`src/rtl/range_counter_pkg.sv`:
```
`default_nettype none
// ============================================================================
// Module   : range_counter_pkg
// Brief    : Shared mode encoding for the range_counter family.
// Revision : 1.0 - initial release
// ============================================================================
package range_counter_pkg;

    // Overflow/underflow policy selected by the 2-bit mode input.
    // MODE_RSVD is treated exactly like MODE_SAT.
    typedef enum logic [1:0] {
        MODE_SAT    = 2'b00,
        MODE_WRAP   = 2'b01,
        MODE_BOUNCE = 2'b10,
        MODE_RSVD   = 2'b11
    } mode_t;

endpackage : range_counter_pkg
`default_nettype wire

```
`src/rtl/range_counter_next.sv`:
```
`default_nettype none
// ============================================================================
// Module   : range_counter_next
// Brief    : Combinational next-count, event and bounce-flip computation for
//            range_counter. Out-of-range counts snap to the nearest bound;
//            in-range counts take one step, with the boundary policy applied
//            when the step would cross a bound.
// Config   : RANGE_COUNTER_BOUNCE_EN enables the BOUNCE policy; without it
//            mode 2'b10 falls through to saturation.
// Revision : 1.0 - initial release
// ============================================================================
module range_counter_next
    import range_counter_pkg::*;
#(
    parameter int WIDTH  = 4,
    parameter int STEP_W = 4
) (
    input  logic [WIDTH-1:0]  count,
    input  logic              dir,
    input  logic [1:0]        mode,
    input  logic [STEP_W-1:0] step,
    input  logic [WIDTH-1:0]  min_val,
    input  logic [WIDTH-1:0]  max_val,
    output logic [WIDTH-1:0]  nxt,
    output logic              evt,
    output logic              flip
);

    localparam int c_PAD = WIDTH + 1 - STEP_W;

    logic [WIDTH:0]   w_step;
    logic [WIDTH:0]   w_sum;
    logic [WIDTH:0]   w_lim;
    logic [WIDTH-1:0] w_diff;
    logic             w_ovf;
    logic             w_unf;

    // One extra bit so neither the sum nor the underflow limit can wrap.
    assign w_step = {{c_PAD{1'b0}}, step};
    assign w_sum  = {1'b0, count} + w_step;
    assign w_lim  = {1'b0, min_val} + w_step;
    assign w_diff = count - w_step[WIDTH-1:0];
    assign w_ovf  = dir & (w_sum > {1'b0, max_val});
    assign w_unf  = ~dir & ({1'b0, count} < w_lim);

    // Select next count: snap to bounds, hold on zero step, else step with policy.
    always_comb begin
        nxt  = count;
        evt  = 1'b0;
        flip = 1'b0;
        if (count < min_val) begin
            nxt = min_val;
        end else if (count > max_val) begin
            nxt = max_val;
        end else if (step != '0) begin
            if (w_ovf || w_unf) begin
                evt = 1'b1;
                case (mode)
                    MODE_WRAP: nxt = w_ovf ? min_val : max_val;
`ifdef RANGE_COUNTER_BOUNCE_EN
                    MODE_BOUNCE: begin
                        nxt  = w_ovf ? max_val : min_val;
                        flip = 1'b1;
                    end
`endif
                    default:   nxt = w_ovf ? max_val : min_val;
                endcase
            end else begin
                nxt = dir ? w_sum[WIDTH-1:0] : w_diff;
            end
        end
    end

endmodule : range_counter_next
`default_nettype wire

```
`src/rtl/range_counter.sv`:
```
`default_nettype none
// ============================================================================
// Module   : range_counter
// Brief    : Bounded up/down counter with saturate/wrap/bounce policies,
//            programmable step, clamped synchronous load and boundary flags.
// Config   : define RANGE_COUNTER_BOUNCE_EN to add the BOUNCE policy and its
//            direction register; otherwise cur_dir always follows dir.
// Revision : 1.0 - initial release
// ============================================================================
module range_counter
    import range_counter_pkg::*;
#(
    parameter int WIDTH  = 4,
    parameter int STEP_W = 4
) (
    input  logic              clk,
    input  logic              rst,
    input  logic              en,
    input  logic              dir,
    input  logic [1:0]        mode,
    input  logic [STEP_W-1:0] step,
    input  logic              load,
    input  logic [WIDTH-1:0]  load_val,
    input  logic [WIDTH-1:0]  min_val,
    input  logic [WIDTH-1:0]  max_val,
    output logic [WIDTH-1:0]  count,
    output logic              at_min,
    output logic              at_max,
    output logic              evt,
    output logic              cur_dir,
    output logic              range_err
);

    logic [WIDTH-1:0] r_count;
    logic             r_evt;
    logic [WIDTH-1:0] w_nxt;
    logic             w_nxt_evt;
    logic             w_flip;
    logic [WIDTH-1:0] w_load_clamped;
    logic             w_eff_dir;
    logic             w_range_err;

    assign w_range_err    = min_val > max_val;
    assign w_load_clamped = (load_val < min_val) ? min_val :
                            (load_val > max_val) ? max_val : load_val;

`ifdef RANGE_COUNTER_BOUNCE_EN
    logic r_bdir;
    logic w_bounce;

    assign w_bounce  = (mode == MODE_BOUNCE);
    assign w_eff_dir = w_bounce ? r_bdir : dir;

    // Bounce direction: toggles on bounce events, tracks dir outside BOUNCE.
    always_ff @(posedge clk) begin
        if (rst)
            r_bdir <= 1'b1;
        else if (load || !w_bounce)
            r_bdir <= dir;
        else if (!w_range_err && en && w_flip)
            r_bdir <= ~r_bdir;
    end
`else
    assign w_eff_dir = dir;
`endif

    range_counter_next #(
        .WIDTH  (WIDTH),
        .STEP_W (STEP_W)
    ) u_next (
        .count   (r_count),
        .dir     (w_eff_dir),
        .mode    (mode),
        .step    (step),
        .min_val (min_val),
        .max_val (max_val),
        .nxt     (w_nxt),
        .evt     (w_nxt_evt),
        .flip    (w_flip)
    );

    // Count and event register with rst > load > range_err hold > en priority.
    always_ff @(posedge clk) begin
        if (rst) begin
            r_count <= min_val;
            r_evt   <= 1'b0;
        end else if (load) begin
            r_count <= w_range_err ? load_val : w_load_clamped;
            r_evt   <= 1'b0;
        end else if (!w_range_err && en) begin
            r_count <= w_nxt;
            r_evt   <= w_nxt_evt;
        end else begin
            r_evt   <= 1'b0;
        end
    end

    assign count     = r_count;
    assign evt       = r_evt;
    assign at_min    = (r_count == min_val);
    assign at_max    = (r_count == max_val);
    assign cur_dir   = w_eff_dir;
    assign range_err = w_range_err;

endmodule : range_counter
`default_nettype wire

```
`config.mk`:
```
export PLATFORM = sky130hd
export DESIGN_NAME = range_counter
export DESIGN_NICKNAME = d
export VERILOG_FILES = /design/src/rtl/range_counter_pkg.sv /design/src/rtl/range_counter_next.sv /design/src/rtl/range_counter.sv
export SDC_FILE = /design/constraint.sdc
export NUM_CORES = 1
export LEC_CHECK = 0
export ABC_AREA = 0
export BUFFER_PORTS_ARGS = -buffer_cell sky130_fd_sc_hd__buf_2
export CAP_MARGIN = 25
export CORE_UTILIZATION = 45
export DETAILED_ROUTE_END_ITERATION = 8
export PLACE_DENSITY = 0.76
export SLEW_MARGIN = 20
export SYNTH_ARGS = -nofsm -noshare
export SYNTH_HDL_FRONTEND = slang
export SYNTH_SLANG_ARGS = --single-unit
```
`constraint.sdc`:
```
create_clock -name clk -period 3.8 [get_ports clk]
set_input_delay 0.19 -clock clk [delete_from_list [all_inputs] [get_ports clk]]
set_output_delay 0.19 -clock clk [all_outputs]
set_load 0.03 [all_outputs]
```
== Yosys cells after proc, flatten, opt, wreduce, memory -nomap -nowiden ==
Index checks and enable logic that the tools add are counted.

* Flip-flop bits (word level): 5
* Output and inout port bits: 9
* Word-level logic and storage cells: 43

* Add/sub/neg operators: 3
* $lt $le $gt $ge: 7
* Eq/ne operators: 3
* Multiplexer cells: 15
* Bitwise operators: 5
* Reductions and logical operators: 8

{| class="wikitable"
|+ Operators with widths
! operator !! count
|-
| 2-to-1 mux 4 bit || 14
|-
| > comparator 4 bit || 3
|-
| adder 4 x 4 -> 5 bit || 2
|-
| == test 4 bit || 2
|-
| < comparator 4 bit || 2
|-
| OR reduction 6 bit || 1
|-
| > comparator 5 x 4 -> 1 bit || 1
|-
| < comparator 4 x 5 -> 1 bit || 1
|-
| nonzero test 5 bit || 1
|-
| nonzero test 4 bit || 1
|-
| subtractor 4 bit || 1
|-
| inverter 1 bit || 3
|-
| nonzero test 3 bit || 1
|-
| AND 1 bit || 2
|-
| == test 2 x 1 -> 1 bit (second input constant) || 1
|-
| AND reduction 2 bit || 1
|-
| logical AND 1 bit || 1
|-
| zero test 1 bit || 1
|-
| logical OR 1 bit || 1
|-
| 2-to-1 mux 1 bit || 1
|}

== Depth between registers and ports, before layout ==
* Depth in word-level cells: 12
* Depth in mapped cells: 13

== Modules after synthesis ==
From an unflattened synthesis, not the netlist that was laid out.

* Cell total of the unflattened synthesis: 232
* Area, all modules: 1826.8 um^2

{| class="wikitable"
|+ By module, submodules not included
! module !! instances !! cells an instance !! area each (um^2)
|-
| range_counter_next || 1 || 139 || 1051.0
|-
| range_counter || 1 || 93 || 775.7
|}

== Worst setup path before layout ==
No wires, ideal clock.

* Path type: reg2reg
* Start: reg r_count[0] (netlist: count[0])
* End: reg r_count[2] (netlist: count[2]), data pin
* Setup time: 269 ps
* Arrival time: 2977 ps
* Required time: 3531 ps
* Path slack: 554 ps
* Cell stages (with the launch flop): 11
* Buffers on the path: 0
* Clock period less this slack: 3246 ps
* Cells stage by stage: edfxtp_1 ha_1 fa_1 xnor2_1 ha_1 and3b_4 a2111oi_4 o22ai_2 xnor2_4 mux2i_1 o221ai_2

* Longest elaborated chain between the ends: 12
* Elaborated cells on any way between the ends: 20
* Those cells by class: add/sub (2); order compare (4); mux (11); bitwise (2); reduce/logical (1)

{| class="wikitable"
|+ Ends and longest elaborated chain
! item !! RTL line !! RTL
|-
| start, declared || range_counter.sv:34 || <nowiki>logic [WIDTH-1:0] r_count;</nowiki>
|-
| start signal, assigned || range_counter.sv:85 || <nowiki>r_count <= min_val;</nowiki>
|-
| start signal, assigned || range_counter.sv:88 || <nowiki>r_count <= w_range_err ? load_val : w_load_clamped;</nowiki>
|-
| start signal, assigned || range_counter.sv:91 || <nowiki>r_count <= w_nxt;</nowiki>
|-
| adder 4 x 4 -> 5 bit || range_counter_next.sv:40 || <nowiki>assign w_sum = {1'b0, count} + w_step;</nowiki>
|-
| > comparator 5 x 4 -> 1 bit || range_counter_next.sv:43 || <nowiki>assign w_ovf = dir & (w_sum > {1'b0, max_val});</nowiki>
|-
| AND 1 bit || range_counter_next.sv:43 ||
|-
| 2-to-1 mux 4 bit (on tied branches) || range_counter_next.sv:66, range_counter_next.sv:59 ||
|-
| 2-to-1 mux 4 bit || range_counter_next.sv:58 || <nowiki>case (mode)</nowiki>
|-
| 2-to-1 mux 4 bit || range_counter_next.sv:56 || <nowiki>if (w_ovf || w_unf) begin</nowiki>
|-
| 2-to-1 mux 4 bit || range_counter_next.sv:55 || <nowiki>end else if (step != '0) begin</nowiki>
|-
| 2-to-1 mux 4 bit || range_counter_next.sv:53 || <nowiki>end else if (count > max_val) begin</nowiki>
|-
| 2-to-1 mux 4 bit (*) || range_counter_next.sv:51 || <nowiki>if (count < min_val) begin</nowiki>
|-
| 2-to-1 mux 4 bit (*) || range_counter.sv:90 || <nowiki>end else if (!w_range_err && en) begin</nowiki>
|-
| 2-to-1 mux 4 bit (*) || range_counter.sv:87 || <nowiki>end else if (load) begin</nowiki>
|-
| 2-to-1 mux 4 bit (*) || range_counter.sv:84 || <nowiki>if (rst) begin</nowiki>
|}

Mark *: on every way between the ends. The rest lies on a longest branch, timed or not. The select of a mux whose other input is x is not followed.
A chain may end at the register's enable or synchronous reset.

== Final worst setup path ==
* Start: reg r_count[0] (netlist: count[0])
* End: reg r_count[1] (netlist: count[1]), data pin

Same word-level chain as after synthesis.

==> impl_metrics.yaml <==
detailed_routing:
  routed_wl_um: 4368
  dr.pass1.iters: 4
  drt_iter0_drc: 125
  routed_via_density: 6.096
  drtAntennaViolNets: 0
  routedWlPerCell_um: 16.18
  drc: 0
  dr_total_vias: 1646
setup_path:
  cp.required_ns: 3.76
  ff2ff_setup_slack_ns: 0.57
  critical_path.max_fanout: 4
  crit_top_cell: "ha_1"
  worst-path-buf-inv: 0
  path_cells: "ha_1, fa_1, xnor2_1, ha_1, and3b_4, a2111oi_4, o22ai_2, xnor2_4, mux2i_1, o221ai_2"
  crit_type: "flop to flop"
  slowest_stage: "fa_1"
  cp-end-kind: "flop"
  path_delay_family: "adder cells"
  arrival_ns: 3.18
  worstReg2RegEnd: "count[1]"
  reg2reg_depth: 10
  critPathMaxStageDelay_ns: 0.43
  worstSetupStartpointType: "flop"
  rr_startpoint: "count[0]"
timing:
  max_slew.worst_pin.slew_ns: 0.7487
  rsz0062_at_grt: "no"
  hold_viol: 0
  relSlewSlack_pct: 49.56
  maxSlewViolCount: 0
  skew_ns: 0.0001749
  finalCritPeriodShare_pct: 84.89
  setup_viol_count_final: 0
  max_freq_ghz: 0.3100
  finalCriticalPeriod_ns: 3.226
  fin_setup_tns_ns: 0
cts:
  htreeDepth: 1
  clkLatencyLatePin_ns: 0.22
  clock-sinks: 5
  postCtsHoldBufs: 0
  path_clk_slew_ns: 0.04
  clk_root_buffer_cell: "clkbuf_8"
  post_cts_resized: 0
  post-cts-setup-buffer-count: 0
  cts-buffers-inserted: 3
  tritoncts: "built"
  cts_buffer_depth: 2
min_path:
  worstHoldPathCells: 3
  worst_hold_path_type: "input pin to flop"
  hold_path_end: "evt"
  worstHoldStart: "en"
grt:
  grt_pass1_vias: 1477
  gr-total-overflow: 0
  grt_pass1_wl_um: 7169
  antenna_found_initial: 0
  groute.usage.overall_pct: 22.90
  grt_start_max_net_pins: 12
power:
  p_leak_nw: 0.8886
  p_int_w: 0.0003635
  pwr-share-comb_pct: 73.0
  p_clk_share_pct: 14.3
  sw_frac_of_total_pct: 48.98
  ir_drop_uv: 186.6
  p_seq_share_pct: 12.7
  power.total_w: 0.0007124
  power_density_nw_per_um2: 372.6
  power.switching_w: 0.0003489
placement:
  hpwlAfterDp_um: 3578
  dp_cells: 266
  port_buffers: 31
  gp_congestion: 0.8776
  placed_area_um2: 1867
synth:
  netlist_instances: 192
  synth-async-reset-ratio_pct: 0
  syn_area_per_cell_um2: 8.700
  syn-num-nets: 255
  yosysWarnings: 0
  netlist_area_um2: 1670
  ys_seq_area_share_pct: 8.390
  ys_seq_elements: 5
  yosysUniqueCellTypes: 53
  ys.flop_type: "edfxtp_1"
  synth_enable_flop_cells: 4
die:
  num_rows: 21
  start_util_pct: 48.53
  dieArea_um2: 3960
  pin_count: 32
  die_y_um: 62.93
  core-area_um2: 3442
  fp.dieW_um: 62.93
cells_and_area:
  drive_above_1_share_pct: 20.54
  diodes: 0
  area_growth_pct: 14.46
  stdcell_count: 270
  fin_area_um2: 1912
  fin_nets: 288
run_status:
  status: "finished, final reports clean"
run:
  max-cap-violations: 0
[worst reg2reg max path, cell delays in order (launching register included)]
cell,delay (ns)
edfxtp_1,0.42
ha_1,0.23
fa_1,0.43
xnor2_1,0.15
ha_1,0.34
and3b_4,0.22
a2111oi_4,0.37
o22ai_2,0.19
xnor2_4,0.23
mux2i_1,0.26
o221ai_2,0.12
[state kept, by name, summed over array words and instances, names as in the netlist]
| signal | count |
|---|---|
| count | 4 |
| evt | 1 |
[layer usage]
layer,global-route usage [%],share of wire (%)
met5,0,0
met4,3.488,0.78
met3,1.277,7.2
met2,39.92,47
met1,31.14,45
[cells in the final DEF (no fill, tap or decap), drive strengths merged, types with 3 or more instances in the layout]
cell / synthesis / routed
mux2i: 4 / 4
o22ai: 4 / 4
nor2b: 11 / 11
nand3: 6 / 6
clkbuf: 1 / 4
a21oi: 8 / 8
nor3: 3 / 3
o21ai: 12 / 12
ha: 37 / 37
inv: 19 / 19
edfxtp: 4 / 4
buf: 2 / 31
fa: 3 / 3
nand2: 7 / 7
a211oi: 3 / 3
nor2: 9 / 9
o21a: 4 / 4
and2: 3 / 3
nand2b: 4 / 4
o211ai: 5 / 5
o2111ai: 3 / 3
nand4: 5 / 5
o221ai: 3 / 3
xnor2: 5 / 5
[stage by stage]
step | utilization, % | worst slack, ns | hold slack (ns)
2_1_floorplan | - | 0.5542 | 0.3325
4_1_cts | 55.54 | 0.5787 | 0.2288
5_1_grt | 55.54 | 0.4264 | 0.2384
3_3_place_gp | 54.23 | 0.6490 | 0.4588
6_report | 55.54 | 0.5741 | 0.2219
3_5_place_dp | 54.23 | 0.5737 | 0.4581
[logic make-up after synthesis]
kind of cell	count (synthesis)	synth area share [%]
AOI/OAI and AO/OA	58	28.02
and+or+nand+nor	56	19.85
adders and majority gates	40	31.31
buffers and inverters	22	5.243
xor gates and xnor gates	7	4.794
DFF	5	8.390
muxes	4	2.397
[cell usage after synthesis, drive strengths merged (4+ instances only)]
| library cell | number | area share (%) |
|---|---|---|
| nor2 | 9 | 2.0 |
| o21ai | 12 | 3.6 |
| inv | 19 | 4.3 |
| nand2b | 4 | 1.5 |
| nand3 | 6 | 1.8 |
| o211ai | 5 | 2.5 |
| o21a | 4 | 1.8 |
| ha | 37 | 28 |
| edfxtp | 4 | 7.2 |
| nand4 | 5 | 1.9 |
| nor2b | 11 | 4.1 |
| nand2 | 7 | 2.0 |
| xnor2 | 5 | 3.7 |
| o22ai | 4 | 1.9 |
| mux2i | 4 | 2.4 |
| a21oi | 8 | 2.4 |
[power groups by stage]
stage	registers [W]	clock network (W)	logic, W
finish	0.0000903	0.000102	0.000520
global route	0.0000924	0.000103	0.000571
floorplan	0.000103	0	0.000384
detailed placement	0.0000908	0	0.000513
global placement	0.0000900	0	0.000503
CTS	0.0000903	0.0000998	0.000517
[how the worst max path moves through the flow]
stage | start | to | slack (ns) | cells after the start
detailed placement | count[0] | count[1] | 0.57 | 10
CTS | count[0] | count[1] | 0.58 | 10
finish | count[0] | count[1] | 0.57 | 10
global placement | count[0] | count[1] | 0.65 | 10
floorplan | count[0] | count[2] | 0.55 | 10
global route | count[0] | count[1] | 0.43 | 10
[final cells by class]
type / count / area (um2)
clock buffers: 4 / 45.04
fillers: 340 / 1530
inverters: 19 / 71.32
multi-input cells: 165 / 1443
flip-flops and latches: 5 / 140.1
well taps: 46 / 57.56
repair buffers: 31 / 155.1
Power figures use the tool's default switching activity.
